<file path="src/rtl/pick_sum_referee_if.sv">
// Player-facing bundle of the pick-to-sum referee: front-end controls in,
// board/status display signals out, plus an FSM state view for checkers.
interface pick_sum_referee_if #(
    parameter int PICKS = 5,
    parameter int NW    = 4
);
    // Handshake: enter_L is an active-low level from a synchronised button.
    // A low level seen in a TURN state is one press; move is sampled only on
    // that edge. The press completes when enter_L returns high (HOLD state).
    // newGame_L low at any edge clears the game and outranks enter_L.
    logic [NW-1:0]       move;
    logic                enter_L;
    logic                newGame_L;
    logic                turn;
    logic [PICKS*NW-1:0] p1_hist;
    logic [PICKS*NW-1:0] p2_hist;
    logic                invalid;
    logic                win_p1;
    logic                win_p2;
    logic                draw;
    logic [2:0]          state_dbg;

    modport master (
        output move, enter_L, newGame_L,
        input  turn, p1_hist, p2_hist, invalid, win_p1, win_p2, draw, state_dbg
    );

    modport slave (
        input  move, enter_L, newGame_L,
        output turn, p1_hist, p2_hist, invalid, win_p1, win_p2, draw, state_dbg
    );
endinterface

</file>
<file path="src/rtl/pick_sum_referee.sv">
// Two-player pick-to-sum referee: arbitrates turns, rejects illegal picks,
// keeps each player's picks sorted and flags a TARGET triple or a draw.
module pick_sum_referee #(
    parameter int MAX_NUM = 9,
    parameter int TARGET  = 15,
    parameter int PICKS   = 5,
    parameter int NW      = 4
) (
    input  logic               clock,
    input  logic               reset_L,
    pick_sum_referee_if.slave  bus
);
    localparam int CW = $clog2(PICKS + 1);
    localparam int SW = NW + 2;
    localparam int TW = 1 << NW;

    typedef enum logic [2:0] {
        P1_TURN = 3'd0,
        P1_HOLD = 3'd1,
        P2_TURN = 3'd2,
        P2_HOLD = 3'd3,
        DONE    = 3'd4
    } state_t;

    state_t        state_q, state_d;
    logic [TW-1:0] taken_q, taken_d;
    logic [NW-1:0] h1_q [PICKS];
    logic [NW-1:0] h1_d [PICKS];
    logic [NW-1:0] h2_q [PICKS];
    logic [NW-1:0] h2_d [PICKS];
    logic [CW-1:0] cnt1_q, cnt1_d, cnt2_q, cnt2_d;
    logic          turn_q, turn_d;
    logic          invalid_q, invalid_d;
    logic          win1_q, win1_d, win2_q, win2_d;
    logic          draw_q, draw_d;

    // Press evaluation signals
    logic          press, mover, legal, win_new, draw_new, all_taken;
    logic [CW-1:0] cnt_m, cnt_o, pos;
    logic [NW-1:0] hist_m [PICKS];
    logic [NW-1:0] ins    [PICKS];
    logic [TW-1:0] taken_new;
    logic [SW-1:0] s;

    // FSM state register
    always_ff @(posedge clock or negedge reset_L) begin
        if (!reset_L) state_q <= P1_TURN;
        else          state_q <= state_d;
    end

    // FSM next-state: one press per low level, release hands over the turn
    always_comb begin
        state_d = state_q;
        if (!bus.newGame_L) begin
            state_d = P1_TURN;
        end else begin
            case (state_q)
                P1_TURN: if (!bus.enter_L) state_d = P1_HOLD;
                P2_TURN: if (!bus.enter_L) state_d = P2_HOLD;
                P1_HOLD, P2_HOLD: begin
                    if (bus.enter_L) begin
                        if (win1_q || win2_q || draw_q) state_d = DONE;
                        else if (turn_d)                state_d = P2_TURN;
                        else                            state_d = P1_TURN;
                    end
                end
                default: state_d = state_q;
            endcase
        end
    end

    // Move validation, sorted insertion and win/draw evaluation for a press
    always_comb begin
        press  = bus.newGame_L && !bus.enter_L &&
                 (state_q == P1_TURN || state_q == P2_TURN);
        mover  = (state_q == P2_TURN);
        cnt_m  = mover ? cnt2_q : cnt1_q;
        cnt_o  = mover ? cnt1_q : cnt2_q;
        hist_m = mover ? h2_q : h1_q;
        legal  = (bus.move >= NW'(1)) && (bus.move <= NW'(MAX_NUM)) &&
                 !taken_q[bus.move] && (cnt_m < CW'(PICKS));

        // Insert position = held (non-zero) entries smaller than the move
        pos = '0;
        for (int k = 0; k < PICKS; k++) begin
            if (hist_m[k] != '0 && hist_m[k] < bus.move) pos = pos + 1'b1;
        end
        ins[0] = (pos == '0) ? bus.move : hist_m[0];
        for (int k = 1; k < PICKS; k++) begin
            if (CW'(k) < pos)       ins[k] = hist_m[k];
            else if (CW'(k) == pos) ins[k] = bus.move;
            else                    ins[k] = hist_m[k-1];
        end

        // Any three distinct non-zero slots at full width, no wrap
        win_new = 1'b0;
        s       = '0;
        for (int i = 0; i < PICKS; i++) begin
            for (int j = i + 1; j < PICKS; j++) begin
                for (int k = j + 1; k < PICKS; k++) begin
                    s = SW'(ins[i]) + SW'(ins[j]) + SW'(ins[k]);
                    if (ins[i] != '0 && ins[j] != '0 && ins[k] != '0 &&
                        s == SW'(TARGET))
                        win_new = 1'b1;
                end
            end
        end

        taken_new           = taken_q;
        taken_new[bus.move] = 1'b1;
        all_taken           = &taken_new[MAX_NUM:1];
        draw_new            = !win_new && (all_taken || cnt_o == CW'(PICKS));
    end

    // Datapath next values: clear, accept/reject a press, flip turn on release
    always_comb begin
        taken_d   = taken_q;
        h1_d      = h1_q;
        h2_d      = h2_q;
        cnt1_d    = cnt1_q;
        cnt2_d    = cnt2_q;
        turn_d    = turn_q;
        invalid_d = invalid_q;
        win1_d    = win1_q;
        win2_d    = win2_q;
        draw_d    = draw_q;
        if (!bus.newGame_L) begin
            taken_d   = '0;
            for (int k = 0; k < PICKS; k++) begin
                h1_d[k] = '0;
                h2_d[k] = '0;
            end
            cnt1_d    = '0;
            cnt2_d    = '0;
            turn_d    = 1'b0;
            invalid_d = 1'b0;
            win1_d    = 1'b0;
            win2_d    = 1'b0;
            draw_d    = 1'b0;
        end else if (press) begin
            if (legal) begin
                taken_d   = taken_new;
                invalid_d = 1'b0;
                draw_d    = draw_new;
                if (mover) begin
                    h2_d   = ins;
                    cnt2_d = cnt2_q + 1'b1;
                    win2_d = win_new;
                end else begin
                    h1_d   = ins;
                    cnt1_d = cnt1_q + 1'b1;
                    win1_d = win_new;
                end
            end else begin
                invalid_d = 1'b1;
            end
        end else if ((state_q == P1_HOLD || state_q == P2_HOLD) && bus.enter_L) begin
            // A rejected press leaves the same player to move again
            turn_d = invalid_q ? turn_q : ~turn_q;
        end
    end

    // Datapath registers
    always_ff @(posedge clock or negedge reset_L) begin
        if (!reset_L) begin
            taken_q   <= '0;
            for (int k = 0; k < PICKS; k++) begin
                h1_q[k] <= '0;
                h2_q[k] <= '0;
            end
            cnt1_q    <= '0;
            cnt2_q    <= '0;
            turn_q    <= 1'b0;
            invalid_q <= 1'b0;
            win1_q    <= 1'b0;
            win2_q    <= 1'b0;
            draw_q    <= 1'b0;
        end else begin
            taken_q   <= taken_d;
            h1_q      <= h1_d;
            h2_q      <= h2_d;
            cnt1_q    <= cnt1_d;
            cnt2_q    <= cnt2_d;
            turn_q    <= turn_d;
            invalid_q <= invalid_d;
            win1_q    <= win1_d;
            win2_q    <= win2_d;
            draw_q    <= draw_d;
        end
    end

    // Outputs: straight from registers, histories packed slot k at [k*NW +: NW]
    always_comb begin
        bus.turn      = turn_q;
        bus.invalid   = invalid_q;
        bus.win_p1    = win1_q;
        bus.win_p2    = win2_q;
        bus.draw      = draw_q;
        bus.state_dbg = state_q;
        bus.p1_hist   = '0;
        bus.p2_hist   = '0;
        for (int k = 0; k < PICKS; k++) begin
            bus.p1_hist[k*NW +: NW] = h1_q[k];
            bus.p2_hist[k*NW +: NW] = h2_q[k];
        end
    end
endmodule

</file>
<file path="src/flat_wrapper.sv">
// flat-port wrapper written by rule: the top's interface ports become plain ports
module pick_sum_referee_flat 
#(
    parameter int MAX_NUM = 9,
    parameter int TARGET  = 15,
    parameter int PICKS   = 5,
    parameter int NW      = 4
)
  (clock, reset_L, bus_move, bus_enter_L, bus_newGame_L, bus_turn, bus_p1_hist, bus_p2_hist, bus_invalid, bus_win_p1, bus_win_p2, bus_draw, bus_state_dbg);
  pick_sum_referee_if #(.PICKS(PICKS), .NW(NW)) bus_i ();
  input  logic clock;
  input  logic reset_L;
  input wire logic [$bits(bus_i.move)-1:0] bus_move;
  input wire logic [$bits(bus_i.enter_L)-1:0] bus_enter_L;
  input wire logic [$bits(bus_i.newGame_L)-1:0] bus_newGame_L;
  output wire logic [$bits(bus_i.turn)-1:0] bus_turn;
  output wire logic [$bits(bus_i.p1_hist)-1:0] bus_p1_hist;
  output wire logic [$bits(bus_i.p2_hist)-1:0] bus_p2_hist;
  output wire logic [$bits(bus_i.invalid)-1:0] bus_invalid;
  output wire logic [$bits(bus_i.win_p1)-1:0] bus_win_p1;
  output wire logic [$bits(bus_i.win_p2)-1:0] bus_win_p2;
  output wire logic [$bits(bus_i.draw)-1:0] bus_draw;
  output wire logic [$bits(bus_i.state_dbg)-1:0] bus_state_dbg;
  assign bus_i.move = bus_move;
  assign bus_i.enter_L = bus_enter_L;
  assign bus_i.newGame_L = bus_newGame_L;
  assign bus_turn = bus_i.turn;
  assign bus_p1_hist = bus_i.p1_hist;
  assign bus_p2_hist = bus_i.p2_hist;
  assign bus_invalid = bus_i.invalid;
  assign bus_win_p1 = bus_i.win_p1;
  assign bus_win_p2 = bus_i.win_p2;
  assign bus_draw = bus_i.draw;
  assign bus_state_dbg = bus_i.state_dbg;
  pick_sum_referee #(.MAX_NUM(MAX_NUM), .TARGET(TARGET), .PICKS(PICKS), .NW(NW)) u_core (.clock(clock), .reset_L(reset_L), .bus(bus_i));
endmodule
</file>
<file path="config.mk">
export PLATFORM = sky130hd
export DESIGN_NAME = pick_sum_referee_flat
export DESIGN_NICKNAME = d
export VERILOG_FILES = /design/src/rtl/pick_sum_referee_if.sv /design/src/rtl/pick_sum_referee.sv /design/src/flat_wrapper.sv
export SDC_FILE = /design/constraint.sdc
export NUM_CORES = 1
export LEC_CHECK = 0
export ABC_AREA = 1
export CAP_MARGIN = 0
export CORE_MARGIN = 1
export CORE_UTILIZATION = 54
export DETAILED_ROUTE_END_ITERATION = 12
export MAX_ROUTING_LAYER = met4
export PLACE_DENSITY_LB_ADDON = 0.05
export SYNTH_ARGS = -nofsm -noshare
export SYNTH_HDL_FRONTEND = slang
export SYNTH_SLANG_ARGS = --single-unit
</file>
<file path="constraint.sdc">
create_clock -name clock -period 6.6 [get_ports clock]
set_input_delay 1.32 -clock clock [delete_from_list [all_inputs] [get_ports clock]]
set_output_delay 1.32 -clock clock [all_outputs]
set_load 0.03 [all_outputs]
</file>
==> impl_metrics.csv, run 1 <==
group,metric,value,unit
detailed_routing,firstDrtPassIters,8,
finish,drive_gt1_frac,0.284,
place,pre_cts_ws,-1.21,ns
setup_path,crit_required,6.82,ns
yosys,yosysTopAreaCell,"dfrtp_1",
timing,fin_hold_ws,0.485,ns
detailed_routing,drc,0,
setup_path,cp_max_fo,4,
yosys,yosys_warnings,0,
setup_path,regToRegSetupSlack,0.16,ns
setup_path,crit_buf_inv,10,
place,dpl.hpwl,17900,um
finish,syn2layout_area_growth,37.1,%
finish,nNetsFinal,1197,
hold_path,hp-start,"u_core.taken_q[11]$_DFFE_PN0P_",
yosys,synthTopCellsByArea,"dfrtp_1, ha_1, nand2_1",
clock_tree,cts_tree,"built",
clock_tree,holdBufCountCts,0,
timing,worstMarginPinSlew,1.12,ns
yosys,ys_ff_latch,65,
yosys,syn_area_per_cell,7.42,um2
detailed_routing,vias,7187,
clock_tree,clock_path_buffers,2,
detailed_routing,antenna_left,0,
clock_tree,clk_pin_slew,0.05,ns
finish,nFillCells,907,
yosys,syn_inst,892,
detailed_routing,drtIter0Drc,672,
timing,fin_worst_skew,0.00842,ns
setup_path,crit_type,"in -> reg",
setup_path,cp_slowest_cell,"fa_2",
yosys,syn-num-nets,1001,
outcome,status,"complete, no violations",
setup_path,start_kind,"input pin",
yosys,synth_cell_types,51,
setup_path,r2r_start,"u_core.bus.state_dbg[2]$_DFFE_PN0P_",
run,cap_violations,0,
grt,grt_pass1_wl,36600,um
clock_tree,cts.sinks,65,
setup_path,cpPeakStageDelay,0.47,ns
timing,relSlewSlack,0.248,
setup_path,cp-startpoint,"bus_move[1]",
timing,period_needed,6.45,ns
detailed_routing,routed_wl,23200,um
die,die_w,113,um
clock_tree,cts_made_buffers,9,
detailed_routing,wl_per_cell,18.8,um
setup_path,worst_ep_arrival_time,6.67,ns
grt,grt_max_degree,66,
die,rows,40,
clock_tree,clock_latency,0.33,ns
grt,gr-total-overflow,0,
die,fp.coreArea,12000,um2
timing,post-route-period-util,0.978,
timing,max_freq,155,MHz
setup_path,end_kind,"flop",
die,start_util,0.554,
grt,grt_usage,0.383,
timing,fin_tns_setup,0,ns
timing,rsz0062_at_grt,"true",
timing,finalSetupViolCount,0,
yosys,yosysSeqAreaShare,0.246,
grt,antenna_found_initial,0,
clock_tree,htreeDepth,3,
timing,drv_slew,0,
hold_path,min_path_type,"reg -> reg",
timing,hold_violations,0,
detailed_routing,via_per_inst,5.81,
die,die_area,12700,um2
clock_tree,clock-root-buffer,"clkbuf_16",
die,die_y,113,um
yosys,async_flop_share,1.00,
yosys,synth_top_area_frac,0.246,
die,io_pins,56,
place,io_buffers,55,
setup_path,cp_top_family,"simple AND/OR/NAND/NOR gates",
yosys,syn_area,6620,um2
grt,grt_pass1_vias,7319,
timing,worst_slack,0.146,ns
yosys,yosys_most_used_dff,"dfrtp_1",
place,gp_congestion,1.01,
finish,n_antenna_cell,0,
setup_path,path_common_cell,"nand2_1",
yosys,synth_edf_count,0,
## timing repair
item | in CTS | in global routing
gates resized for setup | 45 | 84
cloned | 0 | 0
setup endpoints to repair | 3 | 3
setup buffers | 13 | 5
pin swaps | 24 | 45
## cell usage after synthesis (5+ instances only)
cell type,instances
o21ai_0,52
nand3_2,14
dfrtp_1,65
clkbuf_1,12
nor3_1,6
a31oi_1,6
buf_6,5
nor2_1,53
a21oi_1,38
fa_1,16
o21ai_1,7
xor2_1,16
nand2_1,185
ha_1,85
inv_1,147
o22ai_1,22
nand2_2,19
nand3_1,64
nand4_1,13
a21o_1,6
o21ai_2,5
o2111ai_1,5
## state kept, by name (all words and copies together) (netlist names), 3 cells and up
register              cells
u_core.bus.p2_hist       20
u_core.taken_q           11
u_core.bus.p1_hist       20
u_core.cnt1_q             3
u_core.bus.state_dbg      3
u_core.cnt2_q             3
## layout make-up
| cell class | instances | area (um2) | area share |
|---|---|---|---|
| sequential | 65 | 1630 | 0.179 |
| tap | 147 | 184 | 0.0203 |
| multi-input combinational | 653 | 4710 | 0.519 |
| clock buffer | 11 | 253 | 0.0278 |
| inverter | 154 | 592 | 0.0652 |
| timing repair buffer | 205 | 1690 | 0.186 |
| clock inverter | 3 | 17.5 | 0.00193 |
## worst paths after layout
path	to	cells past startpoint
max	u_core.bus.win_p2$_DFFE_PN0P_	42
max in group asynchronous	u_core.bus.state_dbg[0]$_DFFE_PN0P_	2
min in group asynchronous	u_core.taken_q[7]$_DFFE_PN0P_	2
max reg2reg	u_core.bus.win_p2$_DFFE_PN0P_	44
min	u_core.taken_q[11]$_DFFE_PN0P_	2
min reg2reg	u_core.taken_q[11]$_DFFE_PN0P_	2
## per-layer routing
layer,global-route usage,vias up,share of wire
li1,-,3343,-
met1,0.466,3420,0.41
met2,0.631,338,0.48
met3,0.0659,86,0.069
met4,0.154,0,0.044
met5,-,-,0
## through the flow
step / instances / cell area [um2] / utilization
after CTS: 1234 / 8740 / 0.731
after floorplan: 892 / 6630 / -
after global routing: 1238 / 9080 / 0.759
final: 1238 / 9080 / 0.759
after detailed placement: 1207 / 8260 / 0.690
after global placement: 1207 / 8260 / 0.690
## worst register-to-register path: cells and delay by family (launching register included)
| family | cells | cell delay [ns] |
|---|---|---|
| AOI/OAI and AO/OA | 2 | 0.19 |
| adders and majority gates | 6 | 1.84 |
| buffers and inverters | 11 | 1.28 |
| DFF | 1 | 0.41 |
| and+or+nand+nor | 25 | 2.62 |
## cells by family after synthesis
kind of cell | after synthesis | share of synthesized area
and+or+nand+nor | 379 | 0.278
buffers and inverters | 174 | 0.105
AOI/OAI and AO/OA | 154 | 0.137
adders and majority gates | 101 | 0.209
DFF | 65 | 0.246
xor gates and xnor gates | 19 | 0.0251
## placed cells by master (no fill, tap or decap), types with 10 or more instances in the layout
| cell | Yosys | layout |
|---|---|---|
| o21ai_1 | 7 | 11 |
| nand2_1 | 185 | 171 |
| nand3_1 | 64 | 60 |
| xor2_1 | 16 | 14 |
| a21oi_1 | 38 | 32 |
| nand2_2 | 19 | 26 |
| o22ai_1 | 22 | 22 |
| inv_2 | 4 | 20 |
| dfrtp_1 | 65 | 65 |
| ha_1 | 85 | 73 |
| nand4_1 | 13 | 13 |
| buf_4 | 0 | 145 |
| inv_1 | 147 | 130 |
| fa_1 | 16 | 10 |
| nand3_2 | 14 | 16 |
| ha_4 | 0 | 10 |
| nand2_4 | 4 | 11 |
| nor2_1 | 53 | 49 |
| clkdlybuf4s50_1 | 0 | 50 |
| o21ai_0 | 52 | 42 |
Power of run 1 is not shown: default switching activity piles up to over one toggle a cycle in this logic, so the estimate is an artifact.
==> inputs of run 2 (changes only) <==
--- a/config.mk
+++ b/config.mk
@@ -10,6 +10,7 @@
 export CORE_MARGIN = 1
 export CORE_UTILIZATION = 54
 export DETAILED_ROUTE_END_ITERATION = 12
+export HOLD_SLACK_MARGIN = 0.08
 export MAX_ROUTING_LAYER = met4
 export PLACE_DENSITY_LB_ADDON = 0.05
 export SYNTH_ARGS = -nofsm -noshare
==> results of run 2 <==
Same layout as run 1: the final DEF is identical, and so are final timing and power.
Power of run 2 is left out for the same reason.
